### src/rtl/frame_buffer_write_ctrl_if.sv
// Pixel-in / write-out bundle for the frame-buffer write controller.
// slave is the controller side, master the capture/memory side.
interface frame_buffer_write_ctrl_if #(
  parameter int unsigned ADDR_WIDTH = 32,
  parameter int unsigned DATA_WIDTH = 16
);
  logic [15:0]           resolution_width_i;
  logic [15:0]           resolution_depth_i;
  logic                  frame_start_i;
  logic                  pixel_valid_i;
  logic [DATA_WIDTH-1:0] pixel_data_i;
  logic                  pixel_ready_o;
  logic                  wr_stall_i;
  logic                  wr_o;
  logic [ADDR_WIDTH-1:0] addr_wr_o;
  logic [DATA_WIDTH-1:0] data_wr_o;
  logic                  page_written_once_o;
  logic                  frame_done_o;
  logic                  frame_err_o;

  modport slave (
    input  resolution_width_i, resolution_depth_i, frame_start_i,
    input  pixel_valid_i, pixel_data_i, wr_stall_i,
    output pixel_ready_o, wr_o, addr_wr_o, data_wr_o,
    output page_written_once_o, frame_done_o, frame_err_o
  );

  modport master (
    output resolution_width_i, resolution_depth_i, frame_start_i,
    output pixel_valid_i, pixel_data_i, wr_stall_i,
    input  pixel_ready_o, wr_o, addr_wr_o, data_wr_o,
    input  page_written_once_o, frame_done_o, frame_err_o
  );
endinterface

### src/rtl/frame_buffer_write_ctrl.sv
// Single-page frame-buffer writer: one write per accepted pixel at linear
// pixel-index addresses, with frame-done, sticky page-written and restart error.
module frame_buffer_write_ctrl #(
  parameter int unsigned ADDR_WIDTH = 32,
  parameter int unsigned DATA_WIDTH = 16
) (
  input  logic                      clk_i,
  input  logic                      resetn_i,
  frame_buffer_write_ctrl_if.slave  bus
);

  typedef enum logic {StIdle, StWrite} state_e;

  state_e                r_state;
  logic [ADDR_WIDTH-1:0] r_count;
  logic [31:0]           r_total;
  logic                  r_wr;
  logic [ADDR_WIDTH-1:0] r_addr;
  logic [DATA_WIDTH-1:0] r_data;
  logic                  r_page;
  logic                  r_done;
  logic                  r_err;

  logic [31:0] w_total;
  logic        w_dims_ok;
  logic        w_ready;
  logic        w_accept;
  logic        w_last;

  assign w_total   = {16'd0, bus.resolution_width_i} * {16'd0, bus.resolution_depth_i};
  assign w_dims_ok = (bus.resolution_width_i != 16'd0) && (bus.resolution_depth_i != 16'd0);
  assign w_ready   = (r_state == StWrite) && !bus.wr_stall_i;
  assign w_accept  = w_ready && bus.pixel_valid_i;
  assign w_last    = w_accept && (r_count == ADDR_WIDTH'(r_total - 32'd1));

  always_ff @(posedge clk_i or negedge resetn_i) begin
    if (!resetn_i) begin
      r_state <= StIdle;
      r_count <= '0;
      r_total <= '0;
      r_wr    <= 1'b0;
      r_addr  <= '0;
      r_data  <= '0;
      r_page  <= 1'b0;
      r_done  <= 1'b0;
      r_err   <= 1'b0;
    end else begin
      r_wr   <= 1'b0;
      r_done <= 1'b0;
      case (r_state)
        StIdle: begin
          if (bus.frame_start_i && w_dims_ok) begin
            r_state <= StWrite;
            r_count <= '0;
            r_total <= w_total;
          end
        end
        StWrite: begin
          if (w_last) begin
            r_wr    <= 1'b1;
            r_addr  <= r_count;
            r_data  <= bus.pixel_data_i;
            r_done  <= 1'b1;
            r_page  <= 1'b1;
            r_count <= '0;
            // A start coinciding with the last pixel chains straight into the next frame.
            if (bus.frame_start_i && w_dims_ok) begin
              r_total <= w_total;
            end else begin
              r_state <= StIdle;
            end
          end else if (bus.frame_start_i) begin
            // Restart: any pixel accepted this cycle belongs to the abandoned frame.
            r_err   <= 1'b1;
            r_count <= '0;
            if (w_dims_ok) begin
              r_total <= w_total;
            end else begin
              r_state <= StIdle;
            end
          end else if (w_accept) begin
            r_wr    <= 1'b1;
            r_addr  <= r_count;
            r_data  <= bus.pixel_data_i;
            r_count <= r_count + ADDR_WIDTH'(1);
          end
        end
        default: r_state <= StIdle;
      endcase
    end
  end

  assign bus.pixel_ready_o       = w_ready;
  assign bus.wr_o                = r_wr;
  assign bus.addr_wr_o           = r_addr;
  assign bus.data_wr_o           = r_data;
  assign bus.page_written_once_o = r_page;
  assign bus.frame_done_o        = r_done;
  assign bus.frame_err_o         = r_err;

endmodule

### src/flat_wrapper.sv
// flat-port wrapper written by rule: the top's interface ports become plain ports
module frame_buffer_write_ctrl_flat 
#(
  parameter int unsigned ADDR_WIDTH = 32,
  parameter int unsigned DATA_WIDTH = 16
)
  (clk_i, resetn_i, bus_resolution_width_i, bus_resolution_depth_i, bus_frame_start_i, bus_pixel_valid_i, bus_pixel_data_i, bus_wr_stall_i, bus_pixel_ready_o, bus_wr_o, bus_addr_wr_o, bus_data_wr_o, bus_page_written_once_o, bus_frame_done_o, bus_frame_err_o);
  frame_buffer_write_ctrl_if #(.ADDR_WIDTH(ADDR_WIDTH), .DATA_WIDTH(DATA_WIDTH)) bus_i ();
  input  logic clk_i;
  input  logic resetn_i;
  input wire logic [$bits(bus_i.resolution_width_i)-1:0] bus_resolution_width_i;
  input wire logic [$bits(bus_i.resolution_depth_i)-1:0] bus_resolution_depth_i;
  input wire logic [$bits(bus_i.frame_start_i)-1:0] bus_frame_start_i;
  input wire logic [$bits(bus_i.pixel_valid_i)-1:0] bus_pixel_valid_i;
  input wire logic [$bits(bus_i.pixel_data_i)-1:0] bus_pixel_data_i;
  input wire logic [$bits(bus_i.wr_stall_i)-1:0] bus_wr_stall_i;
  output wire logic [$bits(bus_i.pixel_ready_o)-1:0] bus_pixel_ready_o;
  output wire logic [$bits(bus_i.wr_o)-1:0] bus_wr_o;
  output wire logic [$bits(bus_i.addr_wr_o)-1:0] bus_addr_wr_o;
  output wire logic [$bits(bus_i.data_wr_o)-1:0] bus_data_wr_o;
  output wire logic [$bits(bus_i.page_written_once_o)-1:0] bus_page_written_once_o;
  output wire logic [$bits(bus_i.frame_done_o)-1:0] bus_frame_done_o;
  output wire logic [$bits(bus_i.frame_err_o)-1:0] bus_frame_err_o;
  assign bus_i.resolution_width_i = bus_resolution_width_i;
  assign bus_i.resolution_depth_i = bus_resolution_depth_i;
  assign bus_i.frame_start_i = bus_frame_start_i;
  assign bus_i.pixel_valid_i = bus_pixel_valid_i;
  assign bus_i.pixel_data_i = bus_pixel_data_i;
  assign bus_i.wr_stall_i = bus_wr_stall_i;
  assign bus_pixel_ready_o = bus_i.pixel_ready_o;
  assign bus_wr_o = bus_i.wr_o;
  assign bus_addr_wr_o = bus_i.addr_wr_o;
  assign bus_data_wr_o = bus_i.data_wr_o;
  assign bus_page_written_once_o = bus_i.page_written_once_o;
  assign bus_frame_done_o = bus_i.frame_done_o;
  assign bus_frame_err_o = bus_i.frame_err_o;
  frame_buffer_write_ctrl #(.ADDR_WIDTH(ADDR_WIDTH), .DATA_WIDTH(DATA_WIDTH)) u_core (.clk_i(clk_i), .resetn_i(resetn_i), .bus(bus_i));
endmodule
### config.mk
export PLATFORM = sky130hd
export DESIGN_NAME = frame_buffer_write_ctrl_flat
export DESIGN_NICKNAME = d
export VERILOG_FILES = /design/src/rtl/frame_buffer_write_ctrl_if.sv /design/src/rtl/frame_buffer_write_ctrl.sv /design/src/flat_wrapper.sv
export SDC_FILE = /design/constraint.sdc
export NUM_CORES = 1
export LEC_CHECK = 0
export ABC_AREA = 1
export CORE_AREA = 2 2 200 202
export DETAILED_ROUTE_END_ITERATION = 8
export DIE_AREA = 0 0 202 204
export PLACE_DENSITY = 0.57
export SYNTH_ARGS = -nofsm -noshare
export SYNTH_HDL_FRONTEND = slang
export SYNTH_SLANG_ARGS = --single-unit
### constraint.sdc
create_clock -name clk_i -period 6.7 [get_ports clk_i]
set_input_delay 0.67 -clock clk_i [delete_from_list [all_inputs] [get_ports clk_i]]
set_output_delay 0.67 -clock clk_i [all_outputs]
set_load 0.02 [all_outputs]
==> reports/qor.yml <==
timing:
  relSlewSlack: 0.310
  rsz0062_at_grt: "false"
  final_max_slew_viol_count: 0
  tns_ns: 0
  hold_violations: 0
  period_needed_ns: 6.23
  tightest_slew_ns: 1.03
  fmax_mhz: 161
  fin_crit_sh: 0.930
  fin_worst_skew_ns: 0.00890
  setup_viol: 0
clock_tree:
  clockRootBuffer: "clkbuf_16"
  cts_tree: "yes"
  htreeDepth: 4
  path_clk_slew_ns: 0.06
  cts_buffers: 17
  cts_max_path_buffers: 2
  clock-sinks: 117
  cts_setup_buffers: 0
  clk_latency_ns: 0.42
  cts.repair.resized: 0
  hold_buffers: 0
routing:
  routed_wl_um: 39400
  dr.pass1.iters: 6
  vias: 13091
  drc: 0
  routed_via_density: 4.82
  drtIter0Drc: 498
  wire_per_inst_um: 14.5
  final_antenna_net_count: 0
critical_path:
  path_max_fanout: 11
  critPathSlowestCell: "clkdlybuf4s50_1"
  worst-path-buf-inv: 7
  rrSetupSlack_ns: 3.12
  start_kind: "primary input"
  r2r_start: "u_core.r_state"
  crit_top_cell: "fa_1"
  endpoint_kind: "flop"
  crit_start: "bus_resolution_width_i[9]"
  cp-endpoint: "u_core.r_total[25]"
  arrival_ns: 6.51
  crit_family: "adder cells"
  slowest_delay_ns: 0.70
  r2r_end: "u_core.r_count[31]"
  path_depth: 23
  required_ns: 6.98
  crit_chain: "clkdlybuf4s50_1, buf_4, nand2_1, fa_1, inv_1, fa_1, fa_1, fa_1, fa_1, inv_1, fa_1, inv_1, ha_1, a21oi_1, inv_1, a31oi_1, inv_1, a21oi_1, o21ai_0, nand2_1, nand3b_1, nand3_1, o21ai_0"
  reg2reg_depth: 14
  worstSetupPathType: "primary input to flop"
finish:
  layout_common_cells: "nand2_1, inv_1, fa_1"
  nFillCells: 3937
  fin_nets: 2533
  layout_commonest_cell: "nand2_1"
  diodes: 0
  instances_no_fill: 2718
  layout-drive-gt1-share: 0.0497
  syn2layout_area_growth_pct: 15.4
power:
  pwr_density_cell_mw_per_mm2: 463
  ir_drop_v: 0.000380
  swShare: 0.525
  p_seq_frac: 0.119
  switching_power_uw: 4340
  intPower_uw: 3920
  p_leak_uw: 0.00978
  p_clk_frac: 0.108
  power_frac_comb: 0.772
yosys:
  yosys.area.top_type: "fa_1"
  synthCells: 2094
  synth-seq-cells: 117
  synthesis.nets: 2447
  synth_area_per_cell_um2: 7.38
  synth_top_cell_area_share: 0.251
  yosysSeqAreaShare: 0.189
  netlist_area_mm2: 0.0155
  synthTopCellsByArea: "fa_1, dfrtp_1, nand2_1"
  ys_warn_count: 0
  synth.distinct_cells: 38
floorplan:
  die_x_um: 202
  ios: 106
  die_y_um: 204
  die-area_mm2: 0.0412
  initial_core_util: 0.395
  std_cell_rows: 73
  core_mm2: 0.0392
placement:
  io_buffers: 105
  place_hpwl_um: 32900
  place.gp.congestion: 0.894
  placed_cells: 2686
global_routing:
  grt_pass1_vias: 13659
  grt_max_degree: 76
  grtUsageTotal: 0.202
  antenna_found_initial: 0
  grt_pass1_wl_um: 67600
  gr-total-overflow: 0
hold_path:
  hold_class: "primary input to async pin"
run_status:
  outcome: "completed"
run:
  drv_cap: 0
how the worst min path moves through the flow:
| stage | from | end | slack, ns | cells past startpoint |
|---|---|---|---|---|
| global placement | u_core.bus.page_written_once_o | u_core.bus.page_written_once_o | 0.45 | 2 |
| global route | resetn_i | u_core.bus.data_wr_o[13] | 0.26 | 1 |
| detailed placement | u_core.bus.frame_err_o | u_core.bus.frame_err_o | 0.46 | 1 |
| CTS | resetn_i | u_core.bus.data_wr_o[12] | 0.24 | 1 |
| finish | resetn_i | u_core.bus.data_wr_o[13] | 0.23 | 1 |
| floorplan | resetn_i | u_core.bus.addr_wr_o[0] | 0.37 | 0 |
worst register-to-register path: stages (launching register included):
cell and delay [ns]:
dfrtp_1 0.40, inv_1 0.12, nor2_1 0.15, nand2_1 0.32
inv_1 0.13, buf_4 0.22, nand3_1 0.10, nor2_1 0.11
nand3_1 0.08, nor2_1 0.21, nand3_1 0.10, nor2_1 0.10
nand4_1 0.29, nand2_1 0.89, a21boi_0 0.19
area by class of cell:
class,instances,area [um2],share of cell area
multi-input cells,1433,10500,0.586
clock buffers,18,429,0.0241
well taps,525,657,0.0368
repair buffers,164,1530,0.0857
inverters,447,1680,0.0941
flip-flops and latches,117,2930,0.164
clock inverters,14,155,0.00870
per-stage QoR:
| stage | area, um2 | hold slack, ns | total power [uW] | worst slack (ns) | util |
|---|---|---|---|---|---|
| global route | 17800 | 0.262 | 9420 | 0.0885 | 0.455 |
| floorplan | 15500 | 0.374 | 5730 | 0.834 | - |
| CTS | 17800 | 0.242 | 8360 | 0.501 | 0.455 |
| detailed placement | 17200 | 0.462 | 7400 | 0.0646 | 0.440 |
| global placement | 17200 | 0.449 | 7400 | 0.131 | 0.440 |
| finish | 17800 | 0.227 | 8260 | 0.470 | 0.455 |
registers in the layout (all words and copies together) (netlist names):
register                        count
u_core.bus.frame_done_o             1
u_core.bus.data_wr_o               16
u_core.r_count                     32
u_core.bus.wr_o                     1
u_core.bus.page_written_once_o      1
u_core.r_total                     32
u_core.r_state                      1
u_core.bus.frame_err_o              1
u_core.bus.addr_wr_o               32
per-layer routing:
metal | global-route usage | wire [um]
met1 | 0.256 | 17800
met3 | 0.0185 | 1330
met5 | 0 | 0
met2 | 0.365 | 19400
met4 | 0.0586 | 860
synth_stat cells (all sizes together):
master / instances
a31oi: 3
nor2: 132
clkinv: 1
or2: 7
nand3b: 8
o211ai: 1
fa: 194
dfrtp: 117
o21ai: 54
o21a: 4
xnor2: 31
mux2: 2
a21boi: 1
o21bai: 4
o22ai: 1
a2bb2oi: 1
o2bb2ai: 1
a21oi: 70
inv: 446
nand2: 595
a221oi: 1
a21o: 2
ha: 106
nor3: 10
clkbuf: 85
nand3: 110
nand4: 32
nor4: 14
buf: 12
xor2: 49
power groups by stage:
| stage | sequential (uW) | combinational, uW | clock [uW] |
|---|---|---|---|
| floorplan | 982 | 4750 | 0 |
| global placement | 991 | 6410 | 0 |
| CTS | 982 | 6460 | 915 |
| global route | 1000 | 7470 | 947 |
| detailed placement | 994 | 6410 | 0 |
| finish | 984 | 6380 | 896 |
cells by family (layout without fill, tap and decap cells):
| group | count (synthesis) | count (layout) | synth area share |
|---|---|---|---|
| compound gates | 143 | 143 | 0.0493 |
| xor+xnor | 80 | 80 | 0.0453 |
| fa+ha+maj | 300 | 300 | 0.337 |
| buf+inv | 544 | 643 | 0.134 |
| flops | 117 | 117 | 0.189 |
| mux | 2 | 2 | 0.00146 |
| simple gates | 908 | 908 | 0.243 |
Note: power is estimated with default switching activity, not from simulation.
